## config.mk

```make
export PLATFORM = sky130hd
export DESIGN_NAME = ptw_arbiter
export DESIGN_NICKNAME = d
export VERILOG_FILES = /design/src/rtl/ptw_arbiter.sv
export SDC_FILE = /design/constraint.sdc
export NUM_CORES = 1
export LEC_CHECK = 0
export CAP_MARGIN = 20
export CORE_MARGIN = 2
export CORE_UTILIZATION = 50
export CTS_BUF_LIST = sky130_fd_sc_hd__clkbuf_4 sky130_fd_sc_hd__clkbuf_8 sky130_fd_sc_hd__clkbuf_16
export DETAILED_ROUTE_END_ITERATION = 16
export PLACE_DENSITY = 0.85
export SYNTH_ARGS = -nofsm -noshare
export SYNTH_HDL_FRONTEND = slang
export SYNTH_SLANG_ARGS = --single-unit
```

## constraint.sdc

```tcl
create_clock -name clk -period 2.6 [get_ports clk]
set_input_delay 0.39 -clock clk [delete_from_list [all_inputs] [get_ports clk]]
set_output_delay 0.39 -clock clk [all_outputs]
set_load 0.02 [all_outputs]
```

## src/rtl/ptw_arbiter.sv

```systemverilog
// Shared page-table-walk controller: round-robin arbitration between itlb and dtlb
// misses, a fixed-latency walk, and a one-cycle registered response pulse.
module ptw_arbiter #(
  parameter int WIDTH = 20,
  parameter int DELAY = 5
) (
  input  logic             clk,
  input  logic             reset,
  input  logic             itlb_req,
  input  logic [WIDTH-1:0] itlb_vpage,
  input  logic             dtlb_req,
  input  logic [WIDTH-1:0] dtlb_vpage,
  output logic             itlb_resp_valid,
  output logic             dtlb_resp_valid,
  output logic [WIDTH-1:0] resp_ppage,
  output logic             resp_exception,
  output logic             busy
);

  localparam int CNT_W = (DELAY > 1) ? $clog2(DELAY) : 1;
  localparam logic [CNT_W-1:0] CNT_LOAD = CNT_W'(DELAY - 1);
  localparam logic [CNT_W-1:0] CNT_ZERO = {CNT_W{1'b0}};
  localparam logic [CNT_W-1:0] CNT_ONE  = CNT_W'(1);
  localparam logic [WIDTH-1:0] PAGE_ZERO = {WIDTH{1'b0}};
  localparam logic [WIDTH-1:0] PAGE_ONE  = WIDTH'(1);

  localparam logic [1:0] ST_IDLE = 2'd0;
  localparam logic [1:0] ST_WALK = 2'd1;
  localparam logic [1:0] ST_RESP = 2'd2;

  localparam logic GRANT_I = 1'b0;
  localparam logic GRANT_D = 1'b1;

  logic [1:0]       state_r, state_nxt_s;
  logic [CNT_W-1:0] counter_r, counter_nxt_s;
  logic             last_grant_r, last_grant_nxt_s;
  logic             grant_id_r, grant_id_nxt_s;
  logic [WIDTH-1:0] vpage_r, vpage_nxt_s;
  logic             pick_s;
  logic             walk_done_s;
  logic [WIDTH:0]   xlate_s;

  // Result is {exception, ppage}; page 0 faults, everything else maps to vpage+1 with wrap.
  function automatic logic [WIDTH:0] translate(input logic [WIDTH-1:0] vpage);
    logic [WIDTH:0] result;
    if (vpage == PAGE_ZERO) begin
      result = {1'b1, PAGE_ZERO};
    end else begin
      result = {1'b0, vpage + PAGE_ONE};
    end
    return result;
  endfunction

  // Round-robin pick: on a tie the requester that did not win last time is chosen.
  always_comb begin
    if (itlb_req && dtlb_req) begin
      pick_s = (last_grant_r == GRANT_I) ? GRANT_D : GRANT_I;
    end else if (dtlb_req) begin
      pick_s = GRANT_D;
    end else begin
      pick_s = GRANT_I;
    end
  end

  // Walk sequencing; request inputs are only looked at while idle.
  always_comb begin
    state_nxt_s      = state_r;
    counter_nxt_s    = counter_r;
    last_grant_nxt_s = last_grant_r;
    grant_id_nxt_s   = grant_id_r;
    vpage_nxt_s      = vpage_r;
    case (state_r)
      ST_IDLE: begin
        if (itlb_req || dtlb_req) begin
          state_nxt_s      = ST_WALK;
          counter_nxt_s    = CNT_LOAD;
          grant_id_nxt_s   = pick_s;
          last_grant_nxt_s = pick_s;
          vpage_nxt_s      = (pick_s == GRANT_D) ? dtlb_vpage : itlb_vpage;
        end else begin
          state_nxt_s = ST_IDLE;
        end
      end
      ST_WALK: begin
        if (counter_r == CNT_ZERO) begin
          state_nxt_s = ST_RESP;
        end else begin
          counter_nxt_s = counter_r - CNT_ONE;
        end
      end
      ST_RESP: begin
        state_nxt_s = ST_IDLE;
      end
      default: begin
        state_nxt_s = ST_IDLE;
      end
    endcase
  end

  assign walk_done_s = (state_r == ST_WALK) && (counter_r == CNT_ZERO);
  assign xlate_s     = translate(vpage_r);

  // State registers; response outputs are loaded on the edge entering RESP so they are
  // registered and read as zero in every other cycle.
  always_ff @(posedge clk) begin
    if (reset) begin
      state_r         <= ST_IDLE;
      counter_r       <= CNT_ZERO;
      last_grant_r    <= GRANT_I;
      grant_id_r      <= GRANT_I;
      vpage_r         <= PAGE_ZERO;
      itlb_resp_valid <= 1'b0;
      dtlb_resp_valid <= 1'b0;
      resp_ppage      <= PAGE_ZERO;
      resp_exception  <= 1'b0;
      busy            <= 1'b0;
    end else begin
      state_r         <= state_nxt_s;
      counter_r       <= counter_nxt_s;
      last_grant_r    <= last_grant_nxt_s;
      grant_id_r      <= grant_id_nxt_s;
      vpage_r         <= vpage_nxt_s;
      itlb_resp_valid <= walk_done_s && (grant_id_r == GRANT_I);
      dtlb_resp_valid <= walk_done_s && (grant_id_r == GRANT_D);
      resp_ppage      <= walk_done_s ? xlate_s[WIDTH-1:0] : PAGE_ZERO;
      resp_exception  <= walk_done_s && xlate_s[WIDTH];
      busy            <= (state_nxt_s != ST_IDLE);
    end
  end

endmodule

```

* After elaboration in Yosys (flattened, before gate mapping)
Index checks and enable logic that the tools add are counted.
Widths: inputs -> output; s select.
** Storage, ports and cells
- Logic and storage cells :: 41
- Output and inout port bits :: 24
- Bits of input ports :: 44
- Register bits :: 50
** Cells by class
- Reduce and logical (&&, ||, !) cells :: 14
- $add $sub $neg :: 2
- Bitwise gates (word level) :: 2
- Mux-type cells :: 11
- Eq/ne operators :: 3
** Operators with widths (number)
- $mux 21 :: 1
- $add 20x1->20 const B :: 1
- $logic_not 20->1 :: 1
- $mux 20 :: 1
- $mux 3 :: 2
- $pmux 3 s2 :: 1
- $logic_and 1x1->1 :: 5
- $mux 1 :: 4
- $ne 2x2->1 const B :: 2
- $pmux 2 s2 :: 1
- $reduce_bool 2->1 :: 2
- $logic_not 3->1 :: 1
- $reduce_and 3->1 :: 1
- $reduce_or 3->1 :: 1
- $sub 3x1->3 const B :: 1
- $eq 2x1->1 const B :: 1
- $logic_not 2->1 :: 1
- $mux 2 :: 1
- $not 1->1 :: 2
- $reduce_and 2->1 :: 1
- $logic_or 1x1->1 :: 1

* Depth between registers and ports, before layout
- Word-level depth :: 4
- Mapped depth :: 7
- Mapped depth without buffers :: 6

* Worst setup path before layout
OpenSTA, ideal clock, no wires.
- Path kind :: register to register
- Start point :: reg vpage_r[0]
- End point :: reg resp_ppage[10]
- Library setup time :: 117 ps
- Data arrival time :: 1540 ps
- Slack :: 942 ps
- Buffers on the path :: 1
- Cell stages (with the launch flop) :: 8
- Required time :: 2483 ps
- Clock period less this slack :: 1658 ps
- Cells stage by stage :: dfxtp_1 inv_1 ha_1 nor4b_1 nand3_1 o21ai_1 buf_2 nor2_1
** Between the ends
- Cells in the longest elaborated chain, start to end :: 2
- Elaborated cells on any way between the ends :: 3
- Classes of those cells :: add/sub (1); reduce/logical (2)
** Ends and longest elaborated chain
- start, declared :: line 38 : logic [WIDTH-1:0] vpage_r, vpage_nxt_s;
- start signal, assigned :: line 122 : vpage_r <= vpage_nxt_s;
- parallel branches: the longest is 2 deep, another holds $add 20x1->20
- end signal, assigned :: line 125 : resp_ppage <= walk_done_s ? xlate_s[WIDTH-1:0] : PAGE_ZERO;
- end, declared :: line 15 : output logic [WIDTH-1:0] resp_ppage,
Several ways; the timed one is not identified.
A chain may end at the register's enable or synchronous reset.

* Worst setup path in the final report
- Start point :: reg vpage_r[2]
- End point :: reg resp_ppage[15]
The elaborated chain is that of the path after synthesis.

==> results.yml <==
run_status:
  status: "finished, final reports clean"
grt:
  grt_max_degree: 42
  antenna_found_initial: 0
  first_global_vias: 1831
  grt_usage: 0.2183
  grt_overflow_total: 0
  grt_pass1_wl_mm: 8.604
yosys:
  synth_fa_ha_area_frac: 0.02271
  netlist_instances: 242
  ys_warn_count: 0
  synthMuxAreaShare: 0.09540
  synth_compound_area_frac: 0.1124
  yosys.area.top_type_share: 0.4543
  ys_types: 34
  synthTopCellsByArea: "dfxtp_1 (45%), mux2i_1 (9.5%), a211oi_1 (7.2%)"
  syn-num-nets: 290
  ys_ff_latch: 50
  synth_area_mm2: 0.002203
  synth_area_leader_cell: "dfxtp_1"
  synth-simple-area-share: 0.2112
  synth-xor-area-share: 0.06360
  ys_seq_area_frac: 0.4543
  synth_top_family_by_area: "simple AND/OR/NAND/NOR gates"
  syn_avg_cell_area_um2: 9.105
final_layout:
  antenna_cells: 0
  nets: 355
  design_area_mm2: 0.003039
  fin_cells: 360
  area_delta_synth_final_pct: 37.93
  drive_gt1_frac: 0.05519
cts:
  root_buffer: "clkbuf_8"
  clk_path_buf_depth: 2
  clk_latency_ps: 300
  cts_hold_buf: 0
  numCtsBuffers: 5
  cts_sinks: 50
  cts_resized: 0
  cts_tree: "done"
  post_cts_buffers: 0
  clkTransAtPathRegs_ps: 90
  cts.htree.levels: 2
placed_design:
  placed_area_mm2: 0.002918
  hpwlAfterDp_mm: 3.689
  portBuffers: 67
  placedCellCount: 351
  gp_congestion: 0.8958
floorplan:
  die_h_um: 70.39
  die_area_mm2: 0.004954
  chipWidth_um: 70.39
  start_util: 0.5131
  pin_count: 68
  rows: 24
  coreArea_mm2: 0.004294
pwr:
  power.total_mw: 1.858
  powerDensity_mw_per_mm2: 611.3
  max-vdd-ir-drop_uv: 264.8
  p_leak_nw: 1.097
detailed_routing:
  drt.antenna.violating_nets: 0
  vias_per_cell: 5.417
  drc: 0
  wire_per_inst_um: 14.04
  dr.pass1.iters: 4
  routed-via-count: 1950
  drt_iter0_markers: 166
  wl_mm: 5.054
timing:
  layout_min_cycle_time_ps: 2059
  skew_ps: 6.525
  max_slew_margin: 0.6281
  finalSetupTns_ps: 0
  period_share: 0.7920
  fmax_ghz: 0.4856
  finalSetupViolations: 0
  rsz0062_at_grt: "false"
  finalHoldViolations: 0
  drv_slew: 0
  worst_slew_pin_slew_ps: 552.8
setup_path:
  r2r_start: "vpage_r[2]"
  reg2reg_slack_ps: 540
  reg2regPathDepth: 4
  crit_arrival_ps: 2300
  timing_worst_setup_path_type: "flip-flop to flip-flop"
  start_kind: "flip-flop"
  crit_path_max_fanout: 13
  r2r_end: "resp_ppage[15]"
  required_ps: 2840
  endpoint_kind: "flip-flop"
min_path:
  hold_path.class: "flip-flop to flip-flop"
  min_from: "counter_r[1]"
  whs_path_depth: 2
  hold_end: "counter_r[1]"
job:
  cap_violations: 0
sequential cells by signal, summed over array words and instances (netlist names):
register,count
counter_r,3
vpage_r,20
resp_exception,1
grant_id_r,1
itlb_resp_valid,1
state_r,2
dtlb_resp_valid,1
busy,1
resp_ppage,20
layout by cell type, fill, tap and decap left out, drive strengths merged, types with 3 or more instances in the layout:
cell / synthesis / layout
a211oi: 21 / 21
a21oi: 6 / 6
and2: 3 / 3
buf: 8 / 6
clkbuf: 7 / 6
clkdlybuf4s50: 0 / 67
dfxtp: 50 / 50
ha: 4 / 4
inv: 7 / 7
mux2i: 21 / 21
nand2: 5 / 5
nand3: 9 / 9
nand4: 4 / 4
nor2: 42 / 42
nor3: 8 / 8
nor4: 10 / 10
o21ai: 6 / 6
xnor2: 13 / 13
xor2: 3 / 3
stage by stage:
stage	hold slack (ps)	utilization	setup slack [ps]
floorplan	453.2	-	942.5
global placement	470.6	0.6795	551.4
detailed placement	507.0	0.6795	451.0
CTS	529.8	0.7060	417.0
global route	553.8	0.7078	401.1
finish	520.8	0.7078	540.8
critical path, cell delays in order, from the launching register on:
cell,delay [ps]
dfxtp_1,440
nand3_1,400
or4_4,660
or3_1,360
a21oi_1,140
metal layers:
metal,GRT usage,vias to the layer above,routed length [um]
li1,-,988,-
met1,0.2683,884,2153
met2,0.3763,70,2502
met3,0.04618,8,333
met4,0.07479,0,66
met5,0,-,0
synthesized netlist by cell type:
cell,number
or4_4,1
and4_1,1
a21boi_0,1
mux2i_1,21
nand4_4,1
clkbuf_1,6
nand2_1,5
and2_1,3
nand2b_1,2
buf_2,4
nor4b_1,1
dfxtp_1,50
a31oi_1,1
o21ai_1,1
nand4_1,3
nor4bb_1,1
o21ai_0,5
xnor2_1,13
and3_1,2
or3_1,2
a21oi_1,6
a211oi_1,21
buf_1,4
o21a_1,1
nor4_1,10
a311oi_1,1
nor2_1,42
nor2b_1,1
nand3_1,9
clkbuf_2,1
ha_1,4
inv_1,7
nor3_1,8
xor2_1,3
cell type report:
| type | count | area (um^2) |
|---|---|---|
| Timing Repair Buffer | 73 | 715.7 |
| Clock buffer | 6 | 76.32 |
| Clock inverter | 2 | 37.54 |
| Fill cell | 341 | 1255 |
| Multi-Input combinational cell | 170 | 1117 |
| Tap cell | 52 | 65.06 |
| Inverter | 7 | 26.28 |
| Sequential cell | 50 | 1001 |
cell families (layout without fill, tap and decap cells):
| kind of cell | after synthesis | after routing |
|---|---|---|
| flip-flops | 50 | 50 |
| adder cells (fa/ha/maj) | 4 | 4 |
| AO/OA/AOI/OAI | 37 | 37 |
| AND/OR/NAND/NOR | 92 | 92 |
| buffers and inverters | 22 | 88 |
| XOR/XNOR | 16 | 16 |
| multiplexers | 21 | 21 |
report_power, final:
group          total [mW]  switching [mW]  internal (mW)
sequential          0.925          0.0905          0.834
combinational       0.386           0.186          0.199
clock               0.548           0.250          0.297
worst max-delay path by stage:
stage | from | to | slack, ps
final | vpage_r[2] | resp_ppage[15] | 540
after CTS | vpage_r[0] | resp_ppage[16] | 420
after global placement | vpage_r[0] | resp_ppage[16] | 550
after global routing | vpage_r[2] | resp_ppage[19] | 400
after detailed placement | vpage_r[0] | resp_ppage[16] | 450
after floorplan | vpage_r[0] | resp_ppage[10] | 940
Note: power is estimated with default switching activity, not from simulation.
